[config.mk]
export PLATFORM = sky130hd
export DESIGN_NAME = snd_vol_ramp
export DESIGN_NICKNAME = d
export VERILOG_FILES = /design/src/rtl/snd_pkg.sv /design/src/rtl/snd_vol_mul.sv /design/src/rtl/snd_vol_ramp.sv
export SDC_FILE = /design/constraint.sdc
export NUM_CORES = 1
export LEC_CHECK = 0
export ABC_AREA = 1
export CORE_MARGIN = 4
export CORE_UTILIZATION = 55
export DETAILED_ROUTE_END_ITERATION = 8
export PLACE_DENSITY = 0.82
export SLEW_MARGIN = 20
export SYNTH_ARGS = -nofsm -noshare
export SYNTH_HDL_FRONTEND = slang
export SYNTH_HIERARCHICAL = 1
export SYNTH_SLANG_ARGS = --single-unit
[constraint.sdc]
create_clock -name CLK -period 5.5 [get_ports CLK]
set_clock_uncertainty 0.2 [all_clocks]
set_input_delay 0.825 -clock CLK [delete_from_list [all_inputs] [get_ports CLK]]
set_output_delay 0.825 -clock CLK [all_outputs]
set_load 0.02 [all_outputs]
[src/rtl/snd_pkg.sv]
// rtl/snd_pkg.sv - shared constants, defaults and FSM states for the sound volume path
// Gain ramping in snd_vol_ramp is built only when SND_VOL_RAMP_EN is defined.
package snd_pkg;

  localparam int SND_SAMPLE_W = 16;
  localparam int SND_CH       = 2;
  localparam int SND_VOL_W    = 8;

  typedef enum logic {
    HOLD = 1'b0,
    RAMP = 1'b1
  } vol_state_e;

  // Full-scale gain value: passthrough in the gain law.
  function automatic int vol_max(input int vol_w);
    return (1 << vol_w) - 1;
  endfunction

endpackage

[src/rtl/snd_vol_mul.sv]
// rtl/snd_vol_mul.sv - one channel's gain law: y = (x * (g+1)) >>> VOL_W, with exact 0 and full-scale ends
// Purely combinational; sits between the two pipeline stages of snd_vol_ramp.
module snd_vol_mul
  import snd_pkg::*;
#(
  parameter int SAMPLE_W = SND_SAMPLE_W,
  parameter int VOL_W    = SND_VOL_W
) (
  input  logic signed [SAMPLE_W-1:0] i_sample,
  input  logic        [VOL_W-1:0]    i_gain,
  input  logic                       i_used,
  output logic signed [SAMPLE_W-1:0] o_sample
);

  localparam int P_W = SAMPLE_W + VOL_W + 1;
  localparam logic [VOL_W-1:0] VMAX = VOL_W'(vol_max(VOL_W));

  logic signed [P_W-1:0] w_x;
  logic signed [P_W-1:0] w_k;

  assign w_x = P_W'(i_sample);
  assign w_k = P_W'({1'b0, i_gain}) + P_W'(1);

  always_comb begin
    o_sample = SAMPLE_W'((w_x * w_k) >>> VOL_W);
    if (!i_used || (i_gain == '0)) begin
      o_sample = '0;
    end else if (i_gain == VMAX) begin
      o_sample = i_sample;
    end
  end

endmodule

[src/rtl/snd_vol_ramp.sv]
// rtl/snd_vol_ramp.sv - pipelined CH-channel volume stage whose gain steps toward the target per frame
// SND_VOL_RAMP_EN builds the ramp FSM; without it the gain loads the target on every accepted frame.
module snd_vol_ramp
  import snd_pkg::*;
#(
  parameter int SAMPLE_W  = SND_SAMPLE_W,
  parameter int CH        = SND_CH,
  parameter int VOL_W     = SND_VOL_W,
  parameter int RAMP_STEP = 1
) (
  input  logic                   CLK,
  input  logic                   RST,
  input  logic                   USED,
  input  logic                   MUTE,
  input  logic [VOL_W-1:0]       VOLUME,
  input  logic                   S_VALID,
  output logic                   S_READY,
  input  logic [CH*SAMPLE_W-1:0] S_DATA,
  output logic                   M_VALID,
  input  logic                   M_READY,
  output logic [CH*SAMPLE_W-1:0] M_DATA,
  output logic [VOL_W-1:0]       GAIN,
  output logic                   RAMPING
);

  localparam int DATA_W = CH * SAMPLE_W;
`ifdef SND_VOL_RAMP_EN
  localparam int STEP = RAMP_STEP;
`else
  // A step of at least full scale always lands on the target in one frame.
  localparam int STEP = RAMP_STEP | vol_max(VOL_W);
`endif
  localparam logic [VOL_W-1:0] STEP_V = VOL_W'(STEP);

  logic [VOL_W-1:0]  w_target, w_up, w_dn, w_gain_next, r_gain;
  logic              w_stall, w_accept;
  logic              r_s1_valid, r_s1_used, r_s2_valid;
  logic [VOL_W-1:0]  r_s1_gain;
  logic [DATA_W-1:0] r_s1_data, r_s2_data, w_scaled;

  assign w_target = MUTE ? '0 : VOLUME;
  assign w_stall  = r_s2_valid && !M_READY;
  assign w_accept = S_VALID && !w_stall;
  assign w_up     = w_target - r_gain;
  assign w_dn     = r_gain - w_target;

  always_comb begin
    w_gain_next = r_gain;
    if (w_accept) begin
      if (w_target > r_gain) begin
        w_gain_next = r_gain + ((w_up > STEP_V) ? STEP_V : w_up);
      end else if (w_target < r_gain) begin
        w_gain_next = r_gain - ((w_dn > STEP_V) ? STEP_V : w_dn);
      end
    end
  end

  // Both stages advance together, so a stall never creates or drops a frame.
  always_ff @(posedge CLK or posedge RST) begin
    if (RST) begin
      r_gain     <= '0;
      r_s1_valid <= 1'b0;
      r_s1_used  <= 1'b0;
      r_s1_gain  <= '0;
      r_s1_data  <= '0;
      r_s2_valid <= 1'b0;
      r_s2_data  <= '0;
    end else begin
      r_gain <= w_gain_next;
      if (!w_stall) begin
        r_s1_valid <= S_VALID;
        r_s2_valid <= r_s1_valid;
        if (S_VALID) begin
          r_s1_data <= S_DATA;
          r_s1_gain <= r_gain;
          r_s1_used <= USED;
        end
        if (r_s1_valid) begin
          r_s2_data <= w_scaled;
        end
      end
    end
  end

  for (genvar k = 0; k < CH; k++) begin : g_ch
    snd_vol_mul #(
      .SAMPLE_W(SAMPLE_W),
      .VOL_W   (VOL_W)
    ) u_mul (
      .i_sample(r_s1_data[k*SAMPLE_W +: SAMPLE_W]),
      .i_gain  (r_s1_gain),
      .i_used  (r_s1_used),
      .o_sample(w_scaled[k*SAMPLE_W +: SAMPLE_W])
    );
  end

`ifdef SND_VOL_RAMP_EN
  vol_state_e r_state, w_state_next;

  always_ff @(posedge CLK or posedge RST) begin
    if (RST) begin
      r_state <= HOLD;
    end else begin
      r_state <= w_state_next;
    end
  end

  always_comb begin
    w_state_next = r_state;
    case (r_state)
      HOLD:    if (w_gain_next != w_target) w_state_next = RAMP;
      RAMP:    if (w_gain_next == w_target) w_state_next = HOLD;
      default: w_state_next = HOLD;
    endcase
  end

  assign RAMPING = (r_state == RAMP);
`else
  assign RAMPING = 1'b0;
`endif

  assign S_READY = !w_stall;
  assign M_VALID = r_s2_valid;
  assign M_DATA  = r_s2_data;
  assign GAIN    = r_gain;

endmodule

# Yosys cells after proc, flatten, opt, wreduce, memory -nomap -nowiden
# Index checks and enable logic that the tools add are counted.
# word_totals
word_cells,40
ff_bits,83
in_bits,46
out_inout_bits,43
# classes
mul,2
reduce_logical,11
n_lt_le_gt_ge,4
n_addsub,5
eq_ne,1
muxes,9
bitwise,1
# op_table
operator,count
$mux 16,4
$mul 16x10->24,2
$mux 8,5
$sub 8x8->8,3
$gt 8x8->1 const B,2
$add 8x1->9 const B,1
$add 8x8->8,1
$eq 8x8->1 const B,1
$gt 8x8->1,1
$logic_not 8->1,1
$lt 8x8->1,1
$reduce_and 2->1,3
$logic_not 1->1,3
$logic_and 1x1->1,2
$reduce_bool 2->1,1
$logic_or 1x1->1,1
$not 1->1,1

# Logic depth before layout (Yosys ltp)
# depth
word_depth,7
mapped_depth,34
ltp_nobuf,31

# Modules after synthesis
# The synthesis kept the hierarchy.
# by_module_without_submodules
module,area_each_um2,instances,seq_area_each_um2,cells_per_inst
snd_vol_mul (g_ch[1].u_mul),5666.7,1,0.0,807
snd_vol_mul (g_ch[0].u_mul),5630.4,1,0.0,806
snd_vol_ramp,4376.7,1,2077.0,496

# Least setup slack after synthesis
# No wires, ideal clock.
# synth_timing
path_kind,reg2reg
startpoint,reg r_s1_gain[0]
endpoint,reg r_s2_data[15] (netlist: M_DATA[15])
path_slack_ps,-564
setup_time_ps,125
path_stages_with_launch,26
arrival_ps,5740
path_buffers,3
period_less_slack_ps,6064
cell_sequence,dfrtp_1 -> buf_6 -> inv_2 -> buf_6 -> ha_1 -> clkbuf_1 -> nand2_1 -> fa_1 -> inv_1 -> fa_1 -> fa_1 -> fa_1 -> inv_1 -> fa_1 -> inv_1 -> ha_1 -> nand2_1 -> nor2_1 -> inv_1 -> nor3_1 -> nand2_1 -> nand3_1 -> nand2_1 -> nand3_2 -> a21oi_2 -> mux2_2
# synth_between
elab_chain_cells,4
elab_cells_between_ends,7
classes_between,add/sub: 1; mul: 1; eq/ne: 1; mux: 2; reduce/logical: 2
# synth_rtl
item,line_no,rtl
"start, declared",snd_vol_ramp.sv:38,logic [VOL_W-1:0] r_s1_gain;
"start signal, assigned",snd_vol_ramp.sv:75,r_s1_gain <= r_gain;
$add 8x1->9,snd_vol_mul.sv:22,"assign w_k = P_W'({1'b0, i_gain}) + P_W'(1);"
$mul 16x10->24,snd_vol_mul.sv:25,o_sample = SAMPLE_W'((w_x * w_k) >>> VOL_W);
$mux 16,snd_vol_mul.sv:28,end else if (i_gain == VMAX) begin
$mux 16 *,snd_vol_mul.sv:26,if (!i_used || (i_gain == '0)) begin
named net w_scaled[15],snd_vol_ramp.sv:39,"logic [DATA_W-1:0] r_s1_data, r_s2_data, w_scaled;"
"end signal, assigned",snd_vol_ramp.sv:79,r_s2_data <= w_scaled;
"end, declared",snd_vol_ramp.sv:39,
# The timed path passes the listed nets; every way through them passes the cells marked *.
# A chain may end at the register's enable or synchronous reset.

# Final worst setup path
# layout_timing
startpoint,reg r_s1_gain[6]
endpoint,reg r_s2_data[4] (netlist: M_DATA[4])
# The elaborated chain is that of the path after synthesis.

==> results.json <==
{
  "maxCapViolCount": 0,
  "hpwlAfterDp_um": 38520,
  "fill_cells": 1815,
  "h-tree-depth": 3,
  "netlist_area_um2": 15670,
  "cp_top_family": "adder cells",
  "multi_input_area_um2": 13310,
  "synth_edf_count": 0,
  "reg2reg_to": "M_DATA[4]",
  "syn2layout_area_growth_pct": 35.06,
  "num_antenna_cells": 0,
  "period_minus_slack_ns": 6.145,
  "r2r_setup_slack_ns": -0.65,
  "hold_viol_final": 0,
  "grt_pass1_wl_um": 81980,
  "core_region_area_um2": 27930,
  "route.detailed.drc": 6,
  "vias": 16170,
  "syn_nets": 2514,
  "grt_max_degree": 51,
  "setup_viol": 31,
  "synthCells": 2109,
  "vias_per_cell": 5.748,
  "gp_congestion": 0.9418,
  "synth_top_area_cell": "fa_1",
  "dr.pass1.iters": 9,
  "antenna_found_initial": 0,
  "cp_data_required_time_ns": 5.55,
  "period_share_pct": 111.7,
  "cts.sinks": 83,
  "pin_count": 89,
  "slew_headroom_pct": 36.89,
  "synth_common_cells": "nand2_1 (533), inv_1 (462), nor2_1 (235), fa_1 (231), ha_1 (128)",
  "io_buffers": 87,
  "hp-class": "register to register",
  "drive_above_1_share_pct": 28.45,
  "routed_wl_um": 56590,
  "synth_top_area_share_pct": 29.50,
  "violations": "design-rule violations, negative setup slack",
  "grt_pass1_vias": 16190,
  "critPathMaxStageDelay_ns": 0.53,
  "start_util_pct": 56.11,
  "worstPathMaxFanout": 14,
  "yosysUniqueCellTypes": 51,
  "slew_violations": 0,
  "routedWlPerCell_um": 20.11,
  "r2r-start": "r_s1_gain[6]",
  "clk_path_buf_depth": 2,
  "clock_tree.root_cell": "clkbuf_16",
  "layout.nets": 2836,
  "slowest_stage": "fa_1",
  "fp-row-count": 61,
  "cts_buffers": 9,
  "crit_cells": 24,
  "rsz0062_at_grt": "true",
  "fmax_ghz": 0.1627,
  "synth_ff_type": "dfrtp_1",
  "yosys_warnings": 6,
  "drtAntennaViolNets": 0,
  "drtIter0Drc": 1940,
  "end_kind": "register",
  "crit_type": "register to register",
  "synth_seq_cells": 83,
  "startpoint_type": "register",
  "cp.arrival_ns": 6.19,
  "die_w_um": 176.8,
  "rr_worst_depth": 24,
  "crit_top_cell": "fa_1",
  "ff_latch_area_um2": 2083,
  "synthArstFlopShare_pct": 100.0,
  "synth_most_common_cell": "nand2_1",
  "crit_chain": "nand2_1 > nor2_1 > nand3_2 > nand2_2 > buf_12 > nor2_1 > ha_1 > inv_1 > fa_1 > inv_1 > fa_1 > fa_1 > inv_1 > fa_1 > inv_2 > ha_4 > a21oi_4 > o21ai_2 > a21oi_2 > nand2_2 > or2_1 > a31oi_2 > nor2_1 > mux2_2",
  "overflow": 0,
  "clk_transition_reported_paths_ns": 0.06,
  "max_slew.worst_pin.slew_ns": 0.9456,
  "utilization_pct": 75.78,
  "cts_tree": "yes",
  "hold_buffers": 0,
  "synth_area_per_cell_um2": 7.432,
  "cp-startpoint": "r_s1_gain[6]",
  "setup_ws_ns": -0.6455,
  "crit_end": "M_DATA[4]",
  "synthTopCellsByArea": "fa_1 (30%), dfrtp_1 (13%), nand2_1 (13%), inv_1 (11%), ha_1 (10%)",
  "status": "complete, but fails checks",
  "die_h_um": 176.8,
  "path_buf_inv": 5,
  "yosysSeqAreaShare_pct": 13.25,
  "clock_latency_ns": 0.36,
  "die-area_um2": 31260,
  "track_usage_pct": 32.97
}
[state kept, by name, summed over array words and instances, names as in the netlist]
signal / cells
r_s1_gain: 8
M_VALID: 1
M_DATA: 32
r_s1_valid: 1
r_s1_data: 32
r_s1_used: 1
GAIN: 8
[worst register-to-register path: cells and delay by family (launching register included)]
kind	cells	cell delay, ns
adders and majority gates	6	2.56
and+or+nand+nor	8	1.43
AOI/OAI and AO/OA	4	0.72
DFF	1	0.50
buffers and inverters	5	0.37
muxes	1	0.26
[layout make-up]
type                       instances  area share, %
inverter                         478          8.629
timing repair buffer             352          14.82
timing repair inverter             1        0.03546
clock buffer                      10          1.129
multi-input combinational       1506          62.89
clock inverter                     6         0.4196
tap                              378          2.234
sequential                        83          9.841
[stage by stage]
stage                     std cells  hold slack, ns  setup WS [ns]  area, um^2  setup TNS [ns]
after floorplan                2109          0.2454       -0.04216       16350         -0.1655
after global placement         2735          0.2596        -0.4247       19020          -6.408
after detailed placement       2735          0.2659        -0.4834       19020          -9.399
after CTS                      2791          0.2817        -0.3143       20380          -5.996
after global routing           2814          0.3082        -0.7902       21170          -18.24
final                          2814          0.2798        -0.6455       21170          -12.78
[timing repair]
action | 4_1_cts | 5_1_grt
setup endpoints to repair | 31 | 32
buffers inserted | 37 | 20
gates resized for setup | 190 | 157
gates cloned | 3 | 3
pin swaps | 83 | 84
[cells in the final DEF (no fill, tap or decap), drive strengths merged, types with 3 or more instances in the layout]
cell type	count
clkbuf	12
buf	263
inv	475
o21bai	10
a31oi	8
clkinv	5
nand3	88
dfrtp	83
fa	231
clkdlybuf4s50	87
clkinvlp	3
o21ai	51
xor2	12
a21oi	85
and2	6
nor3	13
nand2	549
or2	8
ha	128
mux2	32
nand4	17
xnor2	5
nor2	245
[cells by family after synthesis]
group,share of synthesized area (%)
xor gates and xnor gates,0.9499
buffers and inverters,13.00
DFF,13.25
and+or+nand+nor,24.75
other,0.02393
muxes,2.363
adders and majority gates,39.72
AOI/OAI and AO/OA,5.939
[per-layer routing]
layer / up-vias / GRT usage, % / share of wire (%) / wire length (um)
li1: 6986 / - / - / -
met1: 7677 / 43.02 / 36 / 20610
met2: 1176 / 54.32 / 46 / 26190
met3: 335 / 6.793 / 11 / 6318
met4: 0 / 12.80 / 6.1 / 3472
met5: - / 0 / 0 / 0
[how the worst min path moves through the flow]
stage                from       to  slack, ns  cells past startpoint
2_1_floorplan  r_s1_valid  M_VALID       0.25                      2
3_3_place_gp   r_s1_valid  M_VALID       0.26                      2
3_5_place_dp   r_s1_valid  M_VALID       0.27                      2
4_1_cts        r_s1_valid  M_VALID       0.28                      2
5_1_grt        r_s1_valid  M_VALID       0.31                      2
6_report       r_s1_valid  M_VALID       0.28                      2
Power is left out: the tool's default activity adds up to more than one toggle a clock period on the data nets, which glitch-free logic cannot reach.
